===== src/rtl/rv32_bus_pkg.sv =====
// rv32_bus_pkg: shared types and widths for the rv32 instruction/data bus arbiter
package rv32_bus_pkg;
    localparam int DATA_W = 32;
    localparam int MASK_W = 4;
    typedef enum logic [1:0] {IDLE, GRANT_I, GRANT_D} state_t;
    typedef enum logic {SRC_I, SRC_D} src_t;
endpackage


===== src/rtl/rv32_bus_arbiter.sv =====
// rv32_bus_arbiter: merges the rv32 fetch and data buses onto one memory bus, data first with a fetch starvation guard
// Optional grant/wait statistics counters are enabled by defining RV32_BUS_ARBITER_STATS_EN.
module rv32_bus_arbiter
    import rv32_bus_pkg::*;
#(
    parameter int MAX_DATA_STREAK = 4,
    parameter int ADDR_WIDTH = 32
) (
    input  logic                  clk,
    input  logic                  reset,
    input  logic [ADDR_WIDTH-1:0] instr_address_in,
    input  logic                  instr_read_in,
    output logic [DATA_W-1:0]     instr_read_value_out,
    output logic                  instr_ready_out,
    input  logic [ADDR_WIDTH-1:0] data_address_in,
    input  logic                  data_read_in,
    input  logic                  data_write_in,
    input  logic [MASK_W-1:0]     data_write_mask_in,
    input  logic [DATA_W-1:0]     data_write_value_in,
    output logic [DATA_W-1:0]     data_read_value_out,
    output logic                  data_ready_out,
    output logic [ADDR_WIDTH-1:0] mem_address_out,
    output logic                  mem_read_out,
    output logic                  mem_write_out,
    output logic [MASK_W-1:0]     mem_write_mask_out,
    output logic [DATA_W-1:0]     mem_write_value_out,
    input  logic [DATA_W-1:0]     mem_read_value_in,
    input  logic                  mem_ready_in
`ifdef RV32_BUS_ARBITER_STATS_EN
    ,
    output logic [31:0]           stat_instr_grants_out,
    output logic [31:0]           stat_data_grants_out,
    output logic [31:0]           stat_wait_cycles_out
`endif
);
    localparam int SW = $clog2(MAX_DATA_STREAK + 1);

    state_t        state;
    logic [SW-1:0] streak;
    logic          data_req;
    src_t          src;

    always_comb begin
        data_req = data_read_in | data_write_in;
        // fetch wins only once it has watched MAX_DATA_STREAK data grants go by
        src = (data_req && (!instr_read_in || streak < SW'(MAX_DATA_STREAK))) ? SRC_D : SRC_I;
        instr_ready_out = (state == GRANT_I) && mem_ready_in;
        data_ready_out = (state == GRANT_D) && mem_ready_in;
        instr_read_value_out = instr_ready_out ? mem_read_value_in : '0;
        data_read_value_out = data_ready_out ? mem_read_value_in : '0;
    end

    always_ff @(posedge clk) begin
        if (reset) begin
            state <= IDLE;
            streak <= '0;
            mem_address_out <= '0;
            mem_read_out <= 1'b0;
            mem_write_out <= 1'b0;
            mem_write_mask_out <= '0;
            mem_write_value_out <= '0;
        end else begin
            case (state)
                IDLE: begin
                    if (src == SRC_D) begin
                        state <= GRANT_D;
                        streak <= instr_read_in ? streak + 1'b1 : '0;
                        mem_address_out <= data_address_in;
                        mem_read_out <= data_read_in & ~data_write_in;
                        mem_write_out <= data_write_in;
                        mem_write_mask_out <= data_write_in ? data_write_mask_in : '0;
                        mem_write_value_out <= data_write_in ? data_write_value_in : '0;
                    end else if (instr_read_in) begin
                        state <= GRANT_I;
                        streak <= '0;
                        mem_address_out <= instr_address_in;
                        mem_read_out <= 1'b1;
                        mem_write_out <= 1'b0;
                        mem_write_mask_out <= '0;
                        mem_write_value_out <= '0;
                    end
                end
                default: begin
                    if (mem_ready_in) begin
                        state <= IDLE;
                        mem_address_out <= '0;
                        mem_read_out <= 1'b0;
                        mem_write_out <= 1'b0;
                        mem_write_mask_out <= '0;
                        mem_write_value_out <= '0;
                    end
                end
            endcase
        end
    end

`ifdef RV32_BUS_ARBITER_STATS_EN
    always_ff @(posedge clk) begin
        if (reset) begin
            stat_instr_grants_out <= '0;
            stat_data_grants_out <= '0;
            stat_wait_cycles_out <= '0;
        end else begin
            if (state == IDLE && src == SRC_D)
                stat_data_grants_out <= stat_data_grants_out + 1;
            if (state == IDLE && src == SRC_I && instr_read_in)
                stat_instr_grants_out <= stat_instr_grants_out + 1;
            if ((instr_read_in && !instr_ready_out) || (data_req && !data_ready_out))
                stat_wait_cycles_out <= stat_wait_cycles_out + 1;
        end
    end
`endif
endmodule


===== config.mk =====
export PLATFORM = sky130hd
export DESIGN_NAME = rv32_bus_arbiter
export DESIGN_NICKNAME = d
export VERILOG_FILES = /design/src/rtl/rv32_bus_pkg.sv /design/src/rtl/rv32_bus_arbiter.sv
export SDC_FILE = /design/constraint.sdc
export NUM_CORES = 1
export LEC_CHECK = 0
export BUFFER_PORTS_ARGS = -buffer_cell sky130_fd_sc_hd__buf_2
export CAP_MARGIN = 30
export CORE_AREA = 2 2 107 109
export DETAILED_ROUTE_END_ITERATION = 7
export DIE_AREA = 0 0 109 111
export PLACE_DENSITY = 0.73
export REMOVE_ABC_BUFFERS = 1
export SKIP_LAST_GASP = 1
export SYNTH_ARGS = -nofsm -noshare
export SYNTH_HDL_FRONTEND = slang
export SYNTH_SLANG_ARGS = --single-unit

===== constraint.sdc =====
create_clock -name clk -period 2.3 [get_ports clk]
set_input_delay 0.115 -clock clk [delete_from_list [all_inputs] [get_ports clk]]
set_output_delay 0.115 -clock clk [all_outputs]
set_load 0.02 [all_outputs]

Word level (Yosys, flattened, before mapping)

Index checks and enable logic that the tools add are counted.

Output and inout bits: 136
RAM bits: 0
Memories kept: 0
Register bits after elaboration: 75
Logic and storage cells: 55
Latch bits: 0
Bits of input ports: 138
Memory bits (read-only): 0

Eq/ne operators: 3
Bitwise logic cells: 3
Muxes and demuxes: 30
Add/subtract/negate cells: 1
$mul: 0
Order comparisons: 1
Shifts and indexed selects: 0
Div/mod/pow operators: 0
Reductions and logical operators: 10

Operators by type and width:

| cell                  | number |
|---|---|
| $mux W32              | 10 |
| $mux W4               | 5 |
| $mux W3               | 3 |
| $mux W1               | 8 |
| $mux W2               | 4 |
| $reduce_and A2 Y1     | 2 |
| $reduce_bool A2 Y1    | 2 |
| $add A3 B1 Y3 const B | 1 |
| $logic_and A1 B1 Y1   | 3 |
| $lt A3 B3 Y1 const B  | 1 |
| $ne A3 B3 Y1 const B  | 1 |
| $eq A2 B1 Y1 const B  | 1 |
| $eq A2 B2 Y1 const B  | 1 |
| $logic_not A2 Y1      | 1 |
| $and A1 B1 Y1         | 1 |
| $logic_not A1 Y1      | 1 |
| $logic_or A1 B1 Y1    | 1 |
| $not A1 Y1            | 1 |
| $or A1 B1 Y1          | 1 |

Depth between registers and ports, before layout

Depth in word-level cells: 6
Mapped depth: 6
Mapped depth without buffers: 3

Worst setup path after synthesis

No wires, ideal clock.

Path kind: reg2out
Start: register state[1]
End: output data_read_value_out[22]
Cell stages (with the launch flop): 5
Slack: 0.715 ns
Required time: 2.185 ns
Data arrival time: 1.470 ns
Buffers on the path: 2
Cell sequence: dfxtp_1 > buf_2 > nor3b_1 > clkbuf_1 > and2_1

Word-level cells in the longest chain between the ends: 3

RTL lines:

| item                   | RTL line               | RTL |
|---|---|---|
| start, declared        | rv32_bus_arbiter.sv:38 | `state_t state;` |
| start signal, assigned | rv32_bus_arbiter.sv:55 | `state <= IDLE;` |
| start signal, assigned | rv32_bus_arbiter.sv:66 | `state <= GRANT_D;` |
| start signal, assigned | rv32_bus_arbiter.sv:74 | `state <= GRANT_I;` |
| $eq A2 B2 Y1           | rv32_bus_arbiter.sv:48 | `data_ready_out = (state == GRANT_D) && mem_ready_in;` |
| $logic_and A1 B1 Y1    | rv32_bus_arbiter.sv:48 |  |
| net data_ready_out     | rv32_bus_arbiter.sv:21 | `output logic data_ready_out,` |
| $mux W32               | rv32_bus_arbiter.sv:50 | `data_read_value_out = data_ready_out ? mem_read_value_in : '0;` |
| end, declared          | rv32_bus_arbiter.sv:20 | `output logic [DATA_W-1:0] data_read_value_out,` |

The timed path passes the listed nets, and every way through them passes these cells.

Final worst setup path

Start: register state[1]
End: output data_read_value_out[20]

Word-level cells in the longest chain between the ends: 3

RTL lines:

| item                | RTL line |
|---|---|
| $eq A2 B2 Y1        | rv32_bus_arbiter.sv:48 |
| $logic_and A1 B1 Y1 | rv32_bus_arbiter.sv:48 |
| $mux W32            | rv32_bus_arbiter.sv:50 |

No other way between the ends.

==> summary.md <==
| Metric | Value |
|---|---|
| DR iter-0 viols | 289 |
| Synthesis-to-finish area growth | 46.5% |
| Period minus WS final | 2010 ps |
| Gate count of the mapped netlist | 456 |
| Dominant cell type by area after synthesis | dfxtp_1 |
| Final Skew | 6.58 ps |
| Pin count of the biggest net entering global routing | 41 |
| Initial core utilization | 37.2% |
| Sw Ratio | 31.1% |
| Post-layout util | 54.4% |
| WP data required | 2180 ps |
| Max VDD drop | 0.410 mV |
| CTS resizes | 0 |
| Final period util | 87.2% |
| Actual slew at the worst max-slew pin | 742 ps |
| Leading cell type in the layout, fill and taps excluded | buf_2 |
| Pre-antenna DRT Iters | 6 |
| Critical Path Start Type | register |
| Final count of negative-setup-slack endpoints | 0 |
| Cell family with most CP delay | buffers and inverters |
| Die span in y | 111 um |
| Met2 global-route usage | 36.6% |
| CTS H-tree depth | 3 |
| Total grt overflow | 0 |
| Worst setup path start | state[1]$_SDFFE_PP0P_ |
| CTS Buf Count | 9 |
| Post-synth cell types | 34 |
| # diodes | 0 |
| Routed via count | 4,472 |
| Leakage power | 2.88 nW |
| Slowest stage delay, CP | 360 ps |
| Postcts setup bufs | 0 |
| Final GP Congestion | 0.750 |
| CTS tree | yes |
| First-pass GRT wire length | 20,700 um |
| Post-synth top area share | 36.5% |
| Cell Area, Placed | 0.00553 sq mm |
| Final Max Slew Viols | 0 |
| Pre-CTS WS | 499 ps |
| Placed Cells incl. Taps | 831 |
| Synth area leaders | dfxtp_1, nor3b_1, and2_1, a32o_1, mux2i_1 |
| Final instance area | 0.00603 sq mm |
| NetSw | 0.00120 W |
| Register share of total power | 38.4% |
| Synth warn | 0 |
| Total Wirelength | 13,100 um |
| Slowest CP cell | dfxtp_2 |
| Setup TNS | 0 ps |
| Post-DR wirelength/cell | 15.2 um |
| Sequential element share of the synthesized area | 36.5% |
| Max frequency | 498 MHz |
| Vias per Instance | 5.16 |
| Clock Pin Slew Worst Setup and Hold Paths | 60 ps |
| Cell Rows | 39 |
| Status | finished, final reports clean |
| CP max FO | 40 |
| Drc violations | 0 |
| Gate power share | 24.3% |
| Crit. End Element | primary output |
| Layout Nets | 857 |
| Hold Buf Count CTS | 19 |
| Max Cap Violations | 0 |
| Post-DP HPWL | 9600 um |
| Clock sinks | 75 |
| Io pins | 274 |
| Core area | 0.0111 sq mm |
| Initial antenna violation count | 0 |
| WP buf/inv | 3 |
| Commonest cells after routing, fill and taps aside | buf_2, dfxtp_1, and2_1, nor3b_1, a32o_1 |
| Kind of critical path | reg2out |
| Reg-to-Reg Start | state[1]$_SDFFE_PP0P_ |
| Die area | 0.0121 sq mm |
| Internal | 0.00265 W |
| Cell Area, Synth | 0.00412 sq mm |
| Final ANT Viol Nets | 0 |
| Hold wc startpoint | data_write_value_in[20] |
| Share of layout cells above drive strength 1 | 43.3% |
| Later-pin clock latency in the skew report | 320 ps |
| Unrepaired setup endpoints after global routing | no |
| Number of global-route vias before repair | 4,231 |
| Hold Path Class | in2reg |
| Synthesized flop and latch total | 75 |
| Setup slack after layout | 293 ps |
| Slew headroom | 50.5% |
| M1 GR Usage | 26.7% |
| WP data arrival | 1890 ps |
| Layout Cells excl Fill | 866 |
| GRT Util Overall | 21.2% |
| Fin. Hold Viols | 0 |
| Syn_area_per_cell | 9.02 sq um |
| Met3 Track Usage GR | 4.29% |
| Grt peak-use layer | met2 |
| Clk pwr share | 37.4% |
| Clk root buf | clkbuf_16 |
| Port bufs | 273 |
| Power density over the cells | 638 mW/mm^2 |
| CP Cell Sequence | buf_4 > nor3b_2 > buf_4 > and2_1 > buf_2 |
| Dominant cell type by count on the critical path | buf_4 |
| Max clock buf depth | 2 |
| Die Span X | 109 um |
[worst register-to-register path, delay by kind of cell, from the launching register on]
| family | cells | cell delay [ps] |
|---|---|---|
| AND/OR/NAND/NOR | 1 | 580 |
| flip-flops | 1 | 340 |
| AO/OA/AOI/OAI | 2 | 470 |
| buffers and inverters | 1 | 350 |
[flip-flops by register name, indices dropped and copies added (netlist names)]
name and flops:
mem_address_out 32, mem_write_value_out 32, mem_write_mask_out 4, streak 3, state 2, mem_read_out 1, mem_write_out 1
[logic make-up (layout without fill, tap and decap cells)]
family | Yosys count | in the layout | synth area share, %
AO/OA/AOI/OAI | 118 | 118 | 22.0
buffers and inverters | 56 | 323 | 6.32
multiplexers | 32 | 32 | 7.78
flip-flops | 75 | 75 | 36.5
adder cells (fa/ha/maj) | 1 | 1 | 0.304
AND/OR/NAND/NOR | 174 | 174 | 27.2
[final cells by class]
| type | count | area, sq um |
|---|---|---|
| clock buffers | 9 | 225 |
| clock inverters | 7 | 82.6 |
| multi-input cells | 325 | 2370 |
| repair buffers | 305 | 1650 |
| inverters | 2 | 7.51 |
| flip-flops and latches | 75 | 1500 |
| well taps | 143 | 179 |
| fillers | 1018 | 5050 |
[stage by stage]
stage / hold slack (ps) / power, W
floorplan: 184 / 0.00203
global placement: 326 / 0.00238
detailed placement: 330 / 0.00241
CTS: 0.617 / 0.00390
global route: 1.00 / 0.00404
finish: 9.31 / 0.00385
[cells in the mapped netlist, drive strengths merged]
| library cell | instances |
|---|---|
| o21bai | 1 |
| and2 | 64 |
| a21boi | 2 |
| nand2 | 2 |
| a21oi | 4 |
| mux2i | 32 |
| clkbuf | 27 |
| o21ba | 1 |
| a32o | 36 |
| a31oi | 1 |
| a211oi | 32 |
| nor2 | 3 |
| o2bb2ai | 1 |
| buf | 27 |
| nor3b | 65 |
| a311oi | 1 |
| nand3b | 1 |
| o21ai | 36 |
| dfxtp | 75 |
| ha | 1 |
| a2bb2oi | 1 |
| and3 | 1 |
| a31o | 1 |
| nor3 | 33 |
| o211ai | 1 |
| or2 | 1 |
| inv | 2 |
| or3 | 2 |
| nand4 | 2 |
[routing by layer]
layer  wire length (um)  vias to the layer above
met5                  0                        -
met4                163                        0
met3                956                       12
met2               6290                      173
met1               5710                     2065
li1                   -                     2222
[worst paths after layout]
check                                                       endpoint  slack, ps  cells past startpoint
worst max-delay path                         data_read_value_out[20]        290                      5
worst min-delay path            mem_write_value_out[20]$_SDFFE_PP0P_          9                      2
worst max register to register  mem_write_value_out[10]$_SDFFE_PP0P_        510                      4
worst min register to register   mem_write_value_out[5]$_SDFFE_PP0P_        490                      1
[power groups by stage]
| stage | registers, W | clock network, W | logic [W] |
|---|---|---|---|
| 5_1_grt | 0.00149 | 0.00153 | 0.00102 |
| 3_5_place_dp | 0.00150 | 0 | 0.000913 |
| 3_3_place_gp | 0.00150 | 0 | 0.000888 |
| 2_1_floorplan | 0.00165 | 0 | 0.000385 |
| 4_1_cts | 0.00147 | 0.00148 | 0.000941 |
| 6_report | 0.00147 | 0.00144 | 0.000933 |
(Power assumes the default switching activity.)
